File: src/rtl/spi_slave_byte.sv
// spi_slave_byte: byte-wide SPI responder (target), oversampled in the clk_i domain.
//
// The SPI pins are synchronized into clk_i and edges are detected there. Data moves full
// duplex, MSB first. Received bytes are presented on rx_byte_o with a one-cycle rx_dv_o pulse.
// Transmit bytes enter through a single-entry holding register using a ready/valid handshake.
// When a byte boundary finds the holding register empty, DEFAULT_TX is sent instead and
// underrun_o pulses.
//
// Ports:
//   clk_i, rst_i       system clock, asynchronous active-high reset
//   sck_i, cs_i        SPI clock and active-low select from the master (asynchronous)
//   mosi_i             master-out data (asynchronous)
//   miso_o, miso_oe_o  slave-out data and its output enable (1 while selected)
//   tx_byte_i/tx_dv_i  transmit byte offered to the holding register
//   tx_ready_o         holding register empty
//   rx_byte_o/rx_dv_o  last complete received byte, one-cycle valid pulse
//   underrun_o         one-cycle pulse when a byte boundary falls back to DEFAULT_TX
//
// The design works only if the clk_i period is at most 1/8 of the sck period.
module spi_slave_byte #(
    parameter bit         CPOL       = 1'b0,
    parameter bit         CPHA       = 1'b0,
    parameter logic [7:0] DEFAULT_TX = 8'hFF
) (
    input  logic       clk_i,
    input  logic       rst_i,
    input  logic       sck_i,
    input  logic       cs_i,
    input  logic       mosi_i,
    output logic       miso_o,
    output logic       miso_oe_o,
    input  logic [7:0] tx_byte_i,
    input  logic       tx_dv_i,
    output logic       tx_ready_o,
    output logic [7:0] rx_byte_o,
    output logic       rx_dv_o,
    output logic       underrun_o
);

    typedef enum logic [0:0] {StIdle, StActive} state_e;

    // Synchronizer stages (s1, s2) plus a history flop for edge detection.
    logic sck_s1_q, sck_s2_q, sck_h_q;
    logic cs_s1_q, cs_s2_q, cs_h_q;
    logic mosi_s1_q, mosi_s2_q, mosi_h_q;

    state_e     state_q, state_d;
    logic [2:0] bit_cnt_q, bit_cnt_d;
    logic [7:0] rx_shift_q, rx_shift_d;
    logic [7:0] tx_shift_q, tx_shift_d;
    // Set when tx_shift_q[7] has been loaded but not yet driven onto miso.
    logic       tx_fresh_q, tx_fresh_d;
    logic [7:0] hold_q, hold_d;
    logic       hold_full_q, hold_full_d;
    logic       miso_q, miso_d;
    logic       miso_oe_q, miso_oe_d;
    logic [7:0] rx_byte_q, rx_byte_d;
    logic       rx_dv_q, rx_dv_d;
    logic       underrun_q, underrun_d;

    logic       sck_rise, sck_fall;
    logic       lead_edge, trail_edge;
    logic       sample_edge, shift_edge;
    logic       cs_fall, cs_rise;
    logic       tx_accept;
    logic       load;
    logic [7:0] load_byte;

    assign sck_rise    = sck_s2_q & ~sck_h_q;
    assign sck_fall    = ~sck_s2_q & sck_h_q;
    assign lead_edge   = CPOL ? sck_fall : sck_rise;
    assign trail_edge  = CPOL ? sck_rise : sck_fall;
    assign sample_edge = CPHA ? trail_edge : lead_edge;
    assign shift_edge  = CPHA ? lead_edge : trail_edge;
    assign cs_fall     = ~cs_s2_q & cs_h_q;
    assign cs_rise     = cs_s2_q & ~cs_h_q;
    assign tx_accept   = tx_dv_i & ~hold_full_q;

    always_comb begin
        state_d     = state_q;
        bit_cnt_d   = bit_cnt_q;
        rx_shift_d  = rx_shift_q;
        tx_shift_d  = tx_shift_q;
        tx_fresh_d  = tx_fresh_q;
        hold_d      = hold_q;
        hold_full_d = hold_full_q;
        miso_d      = miso_q;
        miso_oe_d   = miso_oe_q;
        rx_byte_d   = rx_byte_q;
        rx_dv_d     = 1'b0;
        underrun_d  = 1'b0;
        load        = 1'b0;
        load_byte   = DEFAULT_TX;

        case (state_q)
            StIdle: begin
                miso_oe_d = 1'b0;
                if (cs_fall) begin
                    state_d    = StActive;
                    miso_oe_d  = 1'b1;
                    bit_cnt_d  = 3'd0;
                    rx_shift_d = 8'h00;
                    load       = 1'b1;
                end
            end
            StActive: begin
                miso_oe_d = 1'b1;
                if (cs_rise) begin
                    // Deselect drops any partial byte; holding register keeps its byte.
                    state_d    = StIdle;
                    miso_oe_d  = 1'b0;
                    bit_cnt_d  = 3'd0;
                    rx_shift_d = 8'h00;
                end else begin
                    if (sample_edge) begin
                        rx_shift_d = {rx_shift_q[6:0], mosi_h_q};
                        if (bit_cnt_q == 3'd7) begin
                            bit_cnt_d = 3'd0;
                            rx_byte_d = {rx_shift_q[6:0], mosi_h_q};
                            rx_dv_d   = 1'b1;
                            load      = 1'b1;
                        end else begin
                            bit_cnt_d = bit_cnt_q + 3'd1;
                        end
                    end
                    if (shift_edge) begin
                        if (tx_fresh_q) begin
                            miso_d     = tx_shift_q[7];
                            tx_fresh_d = 1'b0;
                        end else begin
                            miso_d     = tx_shift_q[6];
                            tx_shift_d = {tx_shift_q[6:0], 1'b0};
                        end
                    end
                end
            end
            default: state_d = StIdle;
        endcase

        // Byte boundary reload: a byte offered in this same cycle lands in holding, not here.
        if (load) begin
            if (hold_full_q) begin
                load_byte   = hold_q;
                hold_full_d = 1'b0;
            end else begin
                load_byte  = DEFAULT_TX;
                underrun_d = 1'b1;
            end
            tx_shift_d = load_byte;
            // CPHA=0 drives the first MSB at select; every other case waits for a shift edge.
            if (!CPHA && state_q == StIdle) begin
                miso_d     = load_byte[7];
                tx_fresh_d = 1'b0;
            end else begin
                tx_fresh_d = 1'b1;
            end
        end

        if (tx_accept) begin
            hold_d      = tx_byte_i;
            hold_full_d = 1'b1;
        end
    end

    always_ff @(posedge clk_i or posedge rst_i) begin
        if (rst_i) begin
            sck_s1_q    <= CPOL;
            sck_s2_q    <= CPOL;
            sck_h_q     <= CPOL;
            // cs history resets as if selected, so a select held through reset release
            // produces no falling edge until cs_i has been seen high.
            cs_s1_q     <= 1'b0;
            cs_s2_q     <= 1'b0;
            cs_h_q      <= 1'b0;
            mosi_s1_q   <= 1'b0;
            mosi_s2_q   <= 1'b0;
            mosi_h_q    <= 1'b0;
            state_q     <= StIdle;
            bit_cnt_q   <= 3'd0;
            rx_shift_q  <= 8'h00;
            tx_shift_q  <= 8'h00;
            tx_fresh_q  <= 1'b0;
            hold_q      <= 8'h00;
            hold_full_q <= 1'b0;
            miso_q      <= 1'b1;
            miso_oe_q   <= 1'b0;
            rx_byte_q   <= 8'h00;
            rx_dv_q     <= 1'b0;
            underrun_q  <= 1'b0;
        end else begin
            sck_s1_q    <= sck_i;
            sck_s2_q    <= sck_s1_q;
            sck_h_q     <= sck_s2_q;
            cs_s1_q     <= cs_i;
            cs_s2_q     <= cs_s1_q;
            cs_h_q      <= cs_s2_q;
            mosi_s1_q   <= mosi_i;
            mosi_s2_q   <= mosi_s1_q;
            mosi_h_q    <= mosi_s2_q;
            state_q     <= state_d;
            bit_cnt_q   <= bit_cnt_d;
            rx_shift_q  <= rx_shift_d;
            tx_shift_q  <= tx_shift_d;
            tx_fresh_q  <= tx_fresh_d;
            hold_q      <= hold_d;
            hold_full_q <= hold_full_d;
            miso_q      <= miso_d;
            miso_oe_q   <= miso_oe_d;
            rx_byte_q   <= rx_byte_d;
            rx_dv_q     <= rx_dv_d;
            underrun_q  <= underrun_d;
        end
    end

    assign miso_o     = miso_q;
    assign miso_oe_o  = miso_oe_q;
    assign tx_ready_o = ~hold_full_q;
    assign rx_byte_o  = rx_byte_q;
    assign rx_dv_o    = rx_dv_q;
    assign underrun_o = underrun_q;

endmodule

File: config.mk
export PLATFORM = sky130hd
export DESIGN_NAME = spi_slave_byte
export DESIGN_NICKNAME = d
export VERILOG_FILES = /design/src/rtl/spi_slave_byte.sv
export SDC_FILE = /design/constraint.sdc
export NUM_CORES = 1
export LEC_CHECK = 0
export ABC_AREA = 1
export BUFFER_PORTS_ARGS = -buffer_cell sky130_fd_sc_hd__buf_2
export CAP_MARGIN = 30
export CORE_MARGIN = 4
export CORE_UTILIZATION = 56
export DETAILED_ROUTE_END_ITERATION = 6
export PLACE_DENSITY = 0.78
export SLEW_MARGIN = 10
export SYNTH_ARGS = -nofsm -noshare
export SYNTH_HDL_FRONTEND = slang
export SYNTH_SLANG_ARGS = --single-unit
File: constraint.sdc
create_clock -name clk_i -period 1.9 [get_ports clk_i]
set_input_delay 0.19 -clock clk_i [delete_from_list [all_inputs] [get_ports clk_i]]
set_output_delay 0.19 -clock clk_i [all_outputs]
set_load 0.05 [all_outputs]
# Word level (Yosys, flattened, before mapping)

Index checks and enable logic that the tools add are counted.

Add/sub/neg operators: 1
Eq/ne operators: 5
Muxes and demuxes: 38
Bitwise gates (word level): 12
Reduce and logical (&&, ||, !) cells: 7

Operators by type and width:

| cell                | number |
|---|---|
| $mux 8              | 6 |
| $mux 1              | 21 |
| $mux 7              | 3 |
| $pmux 7 s2          | 1 |
| $mux 3              | 4 |
| $reduce_and 4->1    | 2 |
| $not 1->1           | 7 |
| $pmux 3 s2          | 1 |
| $reduce_bool 2->1   | 3 |
| $and 1x1->1         | 5 |
| $ne 2x1->1 const B  | 2 |
| $pmux 1 s2          | 2 |
| $add 3x1->3 const B | 1 |
| $eq 3x3->1 const B  | 1 |
| $ne 3x1->1 const B  | 1 |
| $reduce_and 3->1    | 1 |
| $ne 2x2->1 const B  | 1 |
| $reduce_and 2->1    | 1 |

Flip-flop bits (word level): 49
Input bits: 14
Output and inout bits: 13

# Logic depth before layout (Yosys ltp)

Gate-level depths: netlist of the first run.

Word-level depth: 7
Mapped depth: 11
Gate-level depth less buffers: 10

# Worst setup path after synthesis of the first run

No wires, ideal clock.

Path type: register to register
From: reg bit_cnt_q[0]
To: reg tx_shift_q[1]
Setup time: 0.116 ns
Arrival: 1.443 ns
Slack: 0.340 ns
Stages on the path, launching flop included: 12
Path buffers: 1
Clock period less this slack: 1.560 ns
Cells stage by stage: dfrtp_1 ha_1 ha_1 nand3_1 inv_1 nand2_2 nand2_2 buf_6 o21ai_1 nand2_1 nand2_1 nand2_1

Word-level cells in the longest chain between the ends: 7
Elaborated cells on any way between the ends: 11

RTL lines:

| what                                                                    | RTL line | source |
|---|---|---|
| start: declaration                                                      | 48       | `logic [2:0] bit_cnt_q, bit_cnt_d;` |
| start signal: assignment                                                | 201      | `bit_cnt_q <= bit_cnt_d;` |
| $eq 3x3->1 (*)                                                          | 117      | `if (bit_cnt_q == 3'd7) begin` |
| $mux 1 (*)                                                              | 117      |  |
| $mux 1 (*)                                                              | 115      | `if (sample_edge) begin` |
| $mux 1 (*)                                                              | 108      | `if (cs_rise) begin` |
| $pmux 1 s2 (*)                                                          | 95       | `case (state_q)` |
| $ne 2x1->1 (no source line) / $reduce_bool 2->1 (equally long branches) | n/a      |  |
| $reduce_and 4->1 (no source line)                                       | n/a      |  |
| end signal: assignment                                                  | 203      | `tx_shift_q <= tx_shift_d;` |
| end: declaration                                                        | 50       | `logic [7:0] tx_shift_q, tx_shift_d;` |

Mark *: on every way between the ends. The rest lies on a longest branch, timed or not.
A chain may end at the register's enable or synchronous reset.

# Worst setup path after layout of the first run

Same ends and word-level chain as after synthesis.

==> metrics.log, run 1 <==
[metrics] clock share of power: 20.1%
[metrics] clock tree from TritonCTS: done
[metrics] worst clock skew: 0.00842 ns
[metrics] H-tree depth reported by CTS: 2
[metrics] Post-Synthesis Net Count: 217
[metrics] Hold Path Cell Cnt: 2
[metrics] first-pass GRT wire length: 5.90 mm
[metrics] Reg2Reg Depth: 10
[metrics] internal power: 1.71 mW
[metrics] final core area utilization: 67.8%
[metrics] DIE AREA: 4580 um2
[metrics] slew at the pin closest to its max-slew limit: 0.454 ns
[metrics] Finish-stage setup viols: 0
[metrics] postcts setup bufs: 0
[metrics] final antenna diode count: 0
[metrics] vias in the first global route: 1311
[metrics] fraction of final layout cells sized beyond drive strength 1: 27.2%
[metrics] half-perimeter wire length of the detailed placement result: 2.52 mm
[metrics] maximum number of pins on one net before global-route repair: 24
[metrics] master of the slowest instance on the critical path: dfrtp_1
[metrics] Avg Synthesized Cell Area: 9.92 um2
[metrics] number of filler cells placed in the layout: 253
[metrics] Sequential Area: 1230 um2
[metrics] peak per-stage delay on the critical path: 0.43 ns
[metrics] combinational group share of total power: 25.4%
[metrics] fin. max-slew vios: 0
[metrics] R2R setup slack: 0.18 ns
[metrics] unrepaired setup endpoints after global routing: false
[metrics] max-cap viol count: 0
[metrics] worst hold path type: in2reg
[metrics] post-synth top area cell: dfrtp_1
[metrics] crit path cell chain: ha_1, ha_1, nand3_1, inv_1, nand2_2, nand2_2, nor2_1, nor2_4, nand2_1, nand2_1
[metrics] final cycle utilization of the critical path: 90.3%
[metrics] Port Buffers: 26
[metrics] run status: finished clean
[metrics] category of the worst setup path launch point: flip-flop
[metrics] Leakage: 1.18 nW
[metrics] area of the multi-input gates: 669 um2
[metrics] highest-count cells in the layout ignoring fill and taps: nand2_1, dfrtp_1, buf_2
[metrics] initial standard-cell utilization of the core: 58.8%
[metrics] share of synthesized area occupied by flip-flops and latches: 61.5%
[metrics] number of library cell types mapped by synthesis: 23
[metrics] post-route minimum period: 1.72 ns
[metrics] number of failing hold endpoints at the final stage: 0
[metrics] Placeable Area: 3390 um2
[metrics] share of total power in sequential cells: 54.5%
[metrics] Worst IR Drop VDD: 658 uV
[metrics] net switching fraction of the power: 34.1%
[metrics] die height: 67.7 um
[metrics] P per Cell Area: 1130 nW/um2
[metrics] wire length reported by the detailed router: 3.56 mm
[metrics] via count of the routed design: 1411
[metrics] clock edge transition at the registers on the reported setup and hold paths: 0.14 ns
[metrics] CTS sink cnt: 49
[metrics] Critical Path AT: 1.99 ns
[metrics] Die W: 67.7 um
[metrics] final estimated routing congestion in global placement: 0.809
[metrics] Total Negative Setup Slacks: 0 ns
[metrics] clk_lat worst skew: 0.37 ns
[metrics] Yosys warning count: 0
[metrics] number of buffers created by CTS: 5
[metrics] Worst EP required: 2.17 ns
[metrics] # DRC: 0
[metrics] number of cell rows: 21
[metrics] Ports: 27
[metrics] proportion of netlist area held by the largest area contributor: 60.2%
[metrics] area delta synth->final: 15.2%
[metrics] first-pass iteration count of the detailed router: 4
[metrics] GRT Util Overall: 17.7%
[metrics] Net count, final: 254
[metrics] maximum clock rate: 583 MHz
[metrics] routed len/inst: 12.5 um
[metrics] top area cells in the synthesized netlist: dfrtp_1, nand2_1, mux2_2
[metrics] Iteration-0 DRC Markers: 90
[metrics] Root Buffer Master: clkbuf_4
[metrics] number of instances in the synthesized netlist: 201
[metrics] post-route ant nets: 0
[metrics] power dissipated by switching net loads: 0.884 mW
[metrics] synthesized area: 1990 um2
[metrics] remaining global-route overflow: 0
[metrics] most common library cell in the layout ignoring fill and taps: nand2_1
[metrics] worst setup path class: reg2reg
[metrics] initial antenna violation count: 0
[metrics] maximum number of buffers from clock root to sink: 2
[metrics] worst max-slew margin expressed relative to the limit: 69.7%
[metrics] critical path capture point type: flip-flop
[metrics] Worst Path Max Fanout: 11
[metrics] flip-flop and latch count after synthesis: 49
[metrics] Vias/cell: 4.95
synth_stat cells:
cell type and number:
nand3_1 9, nor2_4 2, nor3_1 1, nand3_2 2, nor2_2 1, buf_2 3, nor3_2 1, a21oi_2 1
a31oi_1 1, nand2_1 63, dfstp_2 1, o21ai_1 14, inv_2 3, o21ai_0 13, inv_1 15, dfrtp_1 48
nand2_2 5, mux2_2 8, buf_6 1, nor2_1 5, o21ai_2 1, clkbuf_1 1, ha_1 2
sequential cells by signal, indices dropped and copies added, names as in the netlist, 3 cells and up:
register and count:
rx_shift_q 7, rx_byte_o 8, tx_shift_q 8, bit_cnt_q 3
hold_q 8
worst max-delay path: cells and delay by family (launching register included):
| family | cells | cell delay, ns |
|---|---|---|
| DFF | 1 | 0.43 |
| and+or+nand+nor | 7 | 0.75 |
| adders and majority gates | 2 | 0.40 |
| buffers and inverters | 1 | 0.06 |
power by group through the flow:
stage          clock [mW]  combinational (mW)  sequential (mW)
5_1_grt             0.583               0.748             1.43
6_report            0.522               0.660             1.41
4_1_cts             0.538               0.667             1.41
3_5_place_dp            0               0.659             1.43
3_3_place_gp            0               0.642             1.42
2_1_floorplan           0               0.483             1.45
stage by stage:
step	worst slack (ns)	total power, mW	hold slack (ns)	instances	area (um2)
global placement	0.274	2.06	0.217	273	2190
detailed placement	0.205	2.09	0.228	273	2190
global route	0.0346	2.76	0.00697	285	2300
CTS	0.176	2.62	0.0255	285	2300
floorplan	0.340	1.93	0.221	201	1990
finish	0.183	2.60	0.0395	285	2300
routing by layer:
metal  track usage (%)  vias to the layer above  wire length (um)
li1                  -                      716                 -
met4              8.35                        0                60
met3              4.83                        6               141
met1              24.0                      663              1770
met5                 0                        -                 0
met2              26.2                       26              1590
layout make-up:
type,instances,area share (%)
inverters,18,2.94
repair buffers,35,9.04
clock inverters,2,0.762
well taps,46,2.50
clock buffers,6,2.23
flip-flops and latches,49,53.4
multi-input cells,129,29.1
logic make-up after synthesis:
group | after synthesis | synth area share, %
multiplexers | 8 | 4.52
buffers and inverters | 23 | 4.89
AND/OR/NAND/NOR | 89 | 19.8
AO/OA/AOI/OAI | 30 | 7.97
flip-flops | 49 | 61.5
adder cells (fa/ha/maj) | 2 | 1.25
what timing repair did:
| item | CTS | global route |
|---|---|---|
| gates resized for setup | 0 | 0 |
| hold buffers | 4 | 0 |
| endpoints found under the hold margin | 24 | 0 |
final timing paths:
check	end	from
worst max-delay path	tx_shift_q[1]$_DFFE_PP0P_	bit_cnt_q[0]$_DFFE_PP0P_
worst min-delay path	hold_q[3]$_DFFE_PP0P_	tx_byte_i[3]
worst max register to register	tx_shift_q[1]$_DFFE_PP0P_	bit_cnt_q[0]$_DFFE_PP0P_
worst min register to register	sck_s2_q$_DFF_PP0_	sck_s1_q$_DFF_PP0_
max in group asynchronous	miso_o$_DFF_PP1_	rst_i
min in group asynchronous	hold_q[1]$_DFFE_PP0P_	rst_i
(Power assumes the default switching activity.)
==> run 2: changes to the inputs <==
- REMOVE_ABC_BUFFERS: default -> 1
==> run 2 against run 1 <==
  * Via count barely moved
  * Die area did not move
  * Non-clock buffer count down 1
  * Flip-flop and latch count unchanged
  * Core utilization increased by 0.11 points
  * Global-route usage rose by 0.73 points
  * Routed wire length decreased by 4.5%
  * Cell count fell by 0.70%
  * First-iteration DRC count down 32%
  * Sequential share of layout area is 0.087 points lower
  * Design area rose by 0.16%
  * Largest power group unchanged
==> metrics.log, run 2 (synthesis results as in run 1) <==
[metrics] master of the slowest instance on the critical path: dfrtp_1
[metrics] fraction of final layout cells sized beyond drive strength 1: 26.6%
[metrics] worst max-slew margin expressed relative to the limit: 77.6%
[metrics] count of buffering cells on the critical path with inverters included: 0
[metrics] Die W: 67.7 um
[metrics] routed len/inst: 12.0 um
[metrics] Worst Path Max Fanout: 8
[metrics] total power of the final layout: 2.55 mW
[metrics] worst clock skew: 0.00772 ns
[metrics] initial antenna violation count: 0
[metrics] CTS sink cnt: 49
[metrics] final cycle utilization of the critical path: 90.4%
[metrics] postcts setup bufs: 0
[metrics] kind of cell with the highest combined delay on the critical path: simple AND/OR/NAND/NOR gates
[metrics] peak per-stage delay on the critical path: 0.42 ns
[metrics] vias in the first global route: 1405
[metrics] Placeable Area: 3390 um2
[metrics] Total Negative Setup Slacks: 0 ns
[metrics] Ports: 27
[metrics] number of cell rows: 21
[metrics] clock tree from TritonCTS: done
[metrics] Sequential Area: 1230 um2
[metrics] post-route ant nets: 0
[metrics] Port Buffers: 26
[metrics] worst setup path class: reg2reg
[metrics] max-cap viol count: 0
[metrics] # DRC: 0
[metrics] number of failing hold endpoints at the final stage: 0
[metrics] number of filler cells placed in the layout: 268
[metrics] Root Buffer Master: clkbuf_4
[metrics] most common library cell in the layout ignoring fill and taps: nand2_1
[metrics] maximum number of buffers from clock root to sink: 2
[metrics] area of the multi-input gates: 682 um2
[metrics] first-pass GRT wire length: 6.18 mm
[metrics] first-pass iteration count of the detailed router: 4
[metrics] fin. max-slew vios: 0
[metrics] initial standard-cell utilization of the core: 58.8%
[metrics] crit path cell chain: ha_1, ha_1, nand3_1, nor2_4, nor2_4, nand2_2, nand3_2, nand2_1, nand2_1
[metrics] post-route minimum period: 1.72 ns
[metrics] category of the worst setup path launch point: flip-flop
[metrics] Critical Path AT: 2.02 ns
[metrics] maximum number of pins on one net before global-route repair: 50
[metrics] half-perimeter wire length of the detailed placement result: 2.48 mm
[metrics] Worst IR Drop VDD: 803 uV
[metrics] Net count, final: 253
[metrics] area delta synth->final: 15.4%
[metrics] GRT Util Overall: 18.4%
[metrics] highest-count cells in the layout ignoring fill and taps: nand2_1, dfrtp_1, buf_2
[metrics] P per Cell Area: 1110 nW/um2
[metrics] worst hold path type: in2reg
[metrics] clock edge transition at the registers on the reported setup and hold paths: 0.12 ns
[metrics] remaining global-route overflow: 0
[metrics] via count of the routed design: 1410
[metrics] maximum clock rate: 583 MHz
[metrics] DIE AREA: 4580 um2
[metrics] clk_lat worst skew: 0.35 ns
[metrics] wire length reported by the detailed router: 3.40 mm
[metrics] final estimated routing congestion in global placement: 0.812
[metrics] Leakage: 1.18 nW
[metrics] final antenna diode count: 0
[metrics] die height: 67.7 um
[metrics] Vias/cell: 4.98
[metrics] Worst EP required: 2.20 ns
[metrics] H-tree depth reported by CTS: 2
[metrics] critical path capture point type: flip-flop
[metrics] Finish-stage setup viols: 0
[metrics] unrepaired setup endpoints after global routing: false
[metrics] Iteration-0 DRC Markers: 61
[metrics] slew at the pin closest to its max-slew limit: 0.335 ns
[metrics] run status: finished clean
[metrics] number of buffers created by CTS: 5
## run 2: changes by cell type in the layout (fill, tap and decap cells not counted)
| cell | previous run | this run |
|---|---|---|
| nor2_4 | 2 | 3 |
| inv_6 | 1 | 0 |
| nand2_2 | 5 | 4 |
| buf_4 | 5 | 3 |
| clkbuf_1 | 0 | 1 |
| clkinv_4 | 1 | 0 |
| buf_12 | 0 | 1 |
| nor2_1 | 5 | 4 |
| nand2_4 | 0 | 1 |
## run 2: layout make-up
cell class	instances	share of cell area [%]
sequential	49	53.3
tap	46	2.50
clock buffer	7	2.39
inverter	18	2.93
timing repair buffer	34	9.24
multi-input combinational	129	29.6
## run 2: what timing repair did
item / 4_1_cts / 5_1_grt
endpoints found under the setup margin: 0 / 4
hold buffers: 4 / 0
resized for setup: 0 / 3
endpoints found under the hold margin: 51 / 0
## run 2: report_power, final
group          internal, mW  switching [mW]  leakage (nW)
registers              1.28           0.132         0.627
clock network         0.175           0.289        0.0314
logic                 0.264           0.415         0.520
total                  1.72           0.837          1.18
## run 2: worst paths after layout
check | slack (ns) | from | endpoint | depth (start not counted)
worst min register to register | 0.36 | mosi_s1_q$_DFF_PP0_ | mosi_s2_q$_DFF_PP0_ | 0
worst min-delay path | 0.05 | tx_byte_i[4] | hold_q[4]$_DFFE_PP0P_ | 2
min in group asynchronous | 0.40 | rst_i | tx_shift_q[3]$_DFFE_PP0P_ | 4
max in group asynchronous | 1.22 | rst_i | miso_o$_DFF_PP1_ | 4
worst max-delay path | 0.18 | bit_cnt_q[0]$_DFFE_PP0P_ | tx_shift_q[1]$_DFFE_PP0P_ | 9
worst max register to register | 0.18 | bit_cnt_q[0]$_DFFE_PP0P_ | tx_shift_q[1]$_DFFE_PP0P_ | 9
## run 2: worst reg2reg max path: stages (launching register included)
cell and delay [ns]:
dfrtp_1 0.42, ha_1 0.21, ha_1 0.20, nand3_1 0.16, nor2_4 0.08, nor2_4 0.20, nand2_2 0.09, nand3_2 0.16
nand2_1 0.07, nand2_1 0.08
## run 2: per-stage QoR
step / hold slack, ns / setup WS [ns] / std cells / instance area [um2] / utilization [%]
after floorplan: 0.221 / -0.0373 / 196 / 1960 / -
after global placement: 0.248 / 0.284 / 272 / 2190 / 64.7
after detailed placement: 0.250 / 0.174 / 272 / 2190 / 64.7
after CTS: 0.0466 / 0.172 / 283 / 2290 / 67.6
after global routing: 0.0362 / 0.0154 / 283 / 2300 / 67.9
final: 0.0549 / 0.183 / 283 / 2300 / 67.9
## run 2: routing by layer
metal	share of wire, %	vias to the layer above	GRT usage (%)
met2	44	33	28.1
met1	48	648	24.4
met3	5.1	12	4.16
met5	0	-	0
li1	-	717	-
met4	3.0	0	10.1
==> run 3: changes to the inputs <==
- BUFFER_PORTS_ARGS: -buffer_cell sky130_fd_sc_hd__buf_2 -> default
- CORE_UTILIZATION: 56 -> 60
- DONT_BUFFER_PORTS: default -> 1
- PLACE_DENSITY: 0.78 -> 0.76
==> run 3 against run 2 <==
  * Clock-buffer cell count is 1 higher
  * Maximum frequency is 1.0% lower
  * Routed wire length is 7.4% higher
  * Sequential power is 5% higher
==> metrics.log, run 3 (synthesis results as in run 1) <==
[metrics] half-perimeter wire length of the detailed placement result: 2.60 mm
[metrics] slew at the pin closest to its max-slew limit: 0.479 ns
[metrics] Min Hold Slack: 0.248 ns
[metrics] Die W: 65.7 um
[metrics] postcts setup bufs: 0
[metrics] Placeable Area: 3130 um2
[metrics] worst max-slew margin expressed relative to the limit: 68.1%
[metrics] final antenna diode count: 0
[metrics] maximum clock rate: 577 MHz
[metrics] clock tree from TritonCTS: done
[metrics] Leakage: 1.09 nW
[metrics] number of cell rows: 20
[metrics] fraction of final layout cells sized beyond drive strength 1: 16.3%
[metrics] via count of the routed design: 1385
[metrics] crit path cell chain: ha_1, ha_1, nand3_1, inv_1, nand2_2, nand2_2, nor2_1, nor2_4, nand2_1, nand2_1
[metrics] clk_lat worst skew: 0.35 ns
[metrics] first-pass iteration count of the detailed router: 4
[metrics] Finish-stage setup viols: 0
[metrics] clock edge transition at the registers on the reported setup and hold paths: 0.12 ns
[metrics] total power of the final layout: 2.54 mW
[metrics] initial antenna violation count: 0
[metrics] global-route met2 utilization: 34.2%
[metrics] critical path capture point type: flip-flop
[metrics] final cycle utilization of the critical path: 91.3%
[metrics] GRT Util Overall: 20.3%
[metrics] number of buffers created by CTS: 5
[metrics] Root Buffer Master: clkbuf_4
[metrics] worst clock skew: 0.0129 ns
[metrics] highest-count cells in the layout ignoring fill and taps: nand2_1, dfrtp_1, inv_1, o21ai_1, o21ai_0
[metrics] vias in the first global route: 1409
[metrics] P per Cell Area: 1130 nW/um2
[metrics] post-route ant nets: 0
[metrics] DIE AREA: 4310 um2
[metrics] number of failing hold endpoints at the final stage: 0
[metrics] Vias/cell: 5.23
[metrics] Worst Path Max Fanout: 11
[metrics] unrepaired setup endpoints after global routing: false
[metrics] master of the slowest instance on the critical path: dfrtp_1
[metrics] post-route minimum period: 1.73 ns
[metrics] Critical Path AT: 1.98 ns
[metrics] final estimated routing congestion in global placement: 0.849
[metrics] # DRC: 0
[metrics] Iteration-0 DRC Markers: 80
[metrics] fin. max-slew vios: 0
[metrics] Worst IR Drop VDD: 858 uV
[metrics] maximum number of pins on one net before global-route repair: 31
[metrics] routing usage on met3: 4.44%
[metrics] maximum number of buffers from clock root to sink: 2
[metrics] Worst EP required: 2.15 ns
[metrics] CTS sink cnt: 49
[metrics] wire length reported by the detailed router: 3.65 mm
[metrics] peak-usage layer in the global routing report: met2
[metrics] routed len/inst: 13.8 um
[metrics] H-tree depth reported by CTS: 2
[metrics] category of the worst setup path launch point: flip-flop
[metrics] run status: finished clean
[metrics] Net count, final: 236
[metrics] max-cap viol count: 0
[metrics] Port Buffers: 0
[metrics] most common library cell in the layout ignoring fill and taps: nand2_1
[metrics] die height: 65.7 um
[metrics] first-pass GRT wire length: 6.60 mm
[metrics] worst setup path class: reg2reg
[metrics] area delta synth->final: 12.2%
[metrics] Ports: 27
[metrics] peak per-stage delay on the critical path: 0.42 ns
[metrics] global-route track usage on met1: 25.1%
[metrics] remaining global-route overflow: 0
[metrics] initial standard-cell utilization of the core: 63.8%
[metrics] worst hold path type: in2reg
==> run 3: critical path, delay by kind of cell (launching register included) <==
kind                     cells  cell delay, ns
flip-flops                   1            0.42
adder cells (fa/ha/maj)      2            0.39
buffers and inverters        1            0.06
AND/OR/NAND/NOR              7            0.77
==> run 3: layout make-up <==
| cell class | count | area (um2) |
|---|---|---|
| Fill cell | 239 | 890 |
| Tap cell | 44 | 55.1 |
| Sequential cell | 49 | 1230 |
| Inverter | 18 | 67.6 |
| Multi-Input combinational cell | 129 | 669 |
| Clock buffer | 8 | 48.8 |
| Timing Repair Buffer | 17 | 170 |
==> run 3: through the flow <==
step	util, %	cell area [um2]	setup TNS (ns)	instances	setup WS [ns]
3_3_place_gp	66.2	2070	0	245	0.257
6_report	71.6	2240	0	265	0.165
3_5_place_dp	66.2	2070	0	245	0.171
5_1_grt	71.6	2240	0	265	0.0211
2_1_floorplan	-	1960	-0.261	196	-0.0373
4_1_cts	71.6	2240	0	265	0.166
==> run 3: what timing repair did <==
item	CTS	global route
hold buffers	12	0
endpoints found under the setup margin	0	0
gates resized for setup	0	0
endpoints found under the hold margin	30	0
==> run 3: power by group <==
| part | leakage, nW | switching [mW] | internal (mW) |
|---|---|---|---|
| clock | 0.0265 | 0.289 | 0.148 |
| sequential | 0.627 | 0.196 | 1.28 |
| combinational | 0.438 | 0.376 | 0.252 |
==> run 3: metal layers <==
| layer | vias to the layer above | wire, um |
|---|---|---|
| met5 | - | 0 |
| met4 | 0 | 65 |
| met3 | 8 | 164 |
| met2 | 33 | 1870 |
| met1 | 665 | 1550 |
| li1 | 679 | - |
==> run 3: final timing paths <==
check                                            end  slack, ns                     start  cells after the start
setup / recovery           tx_shift_q[2]$_DFFE_PP0P_       0.17  bit_cnt_q[0]$_DFFE_PP0P_                     10
hold / removal               hold_full_q$_DFFE_PP0P_       0.25                   tx_dv_i                      2
setup reg to reg           tx_shift_q[2]$_DFFE_PP0P_       0.17  bit_cnt_q[0]$_DFFE_PP0P_                     10
hold reg to reg                  mosi_s2_q$_DFF_PP0_       0.36       mosi_s1_q$_DFF_PP0_                      0
max in group asynchronous           miso_o$_DFF_PP1_       1.06                     rst_i                      3
min in group asynchronous   rx_byte_o[5]$_DFFE_PP0P_       0.27                     rst_i                      2
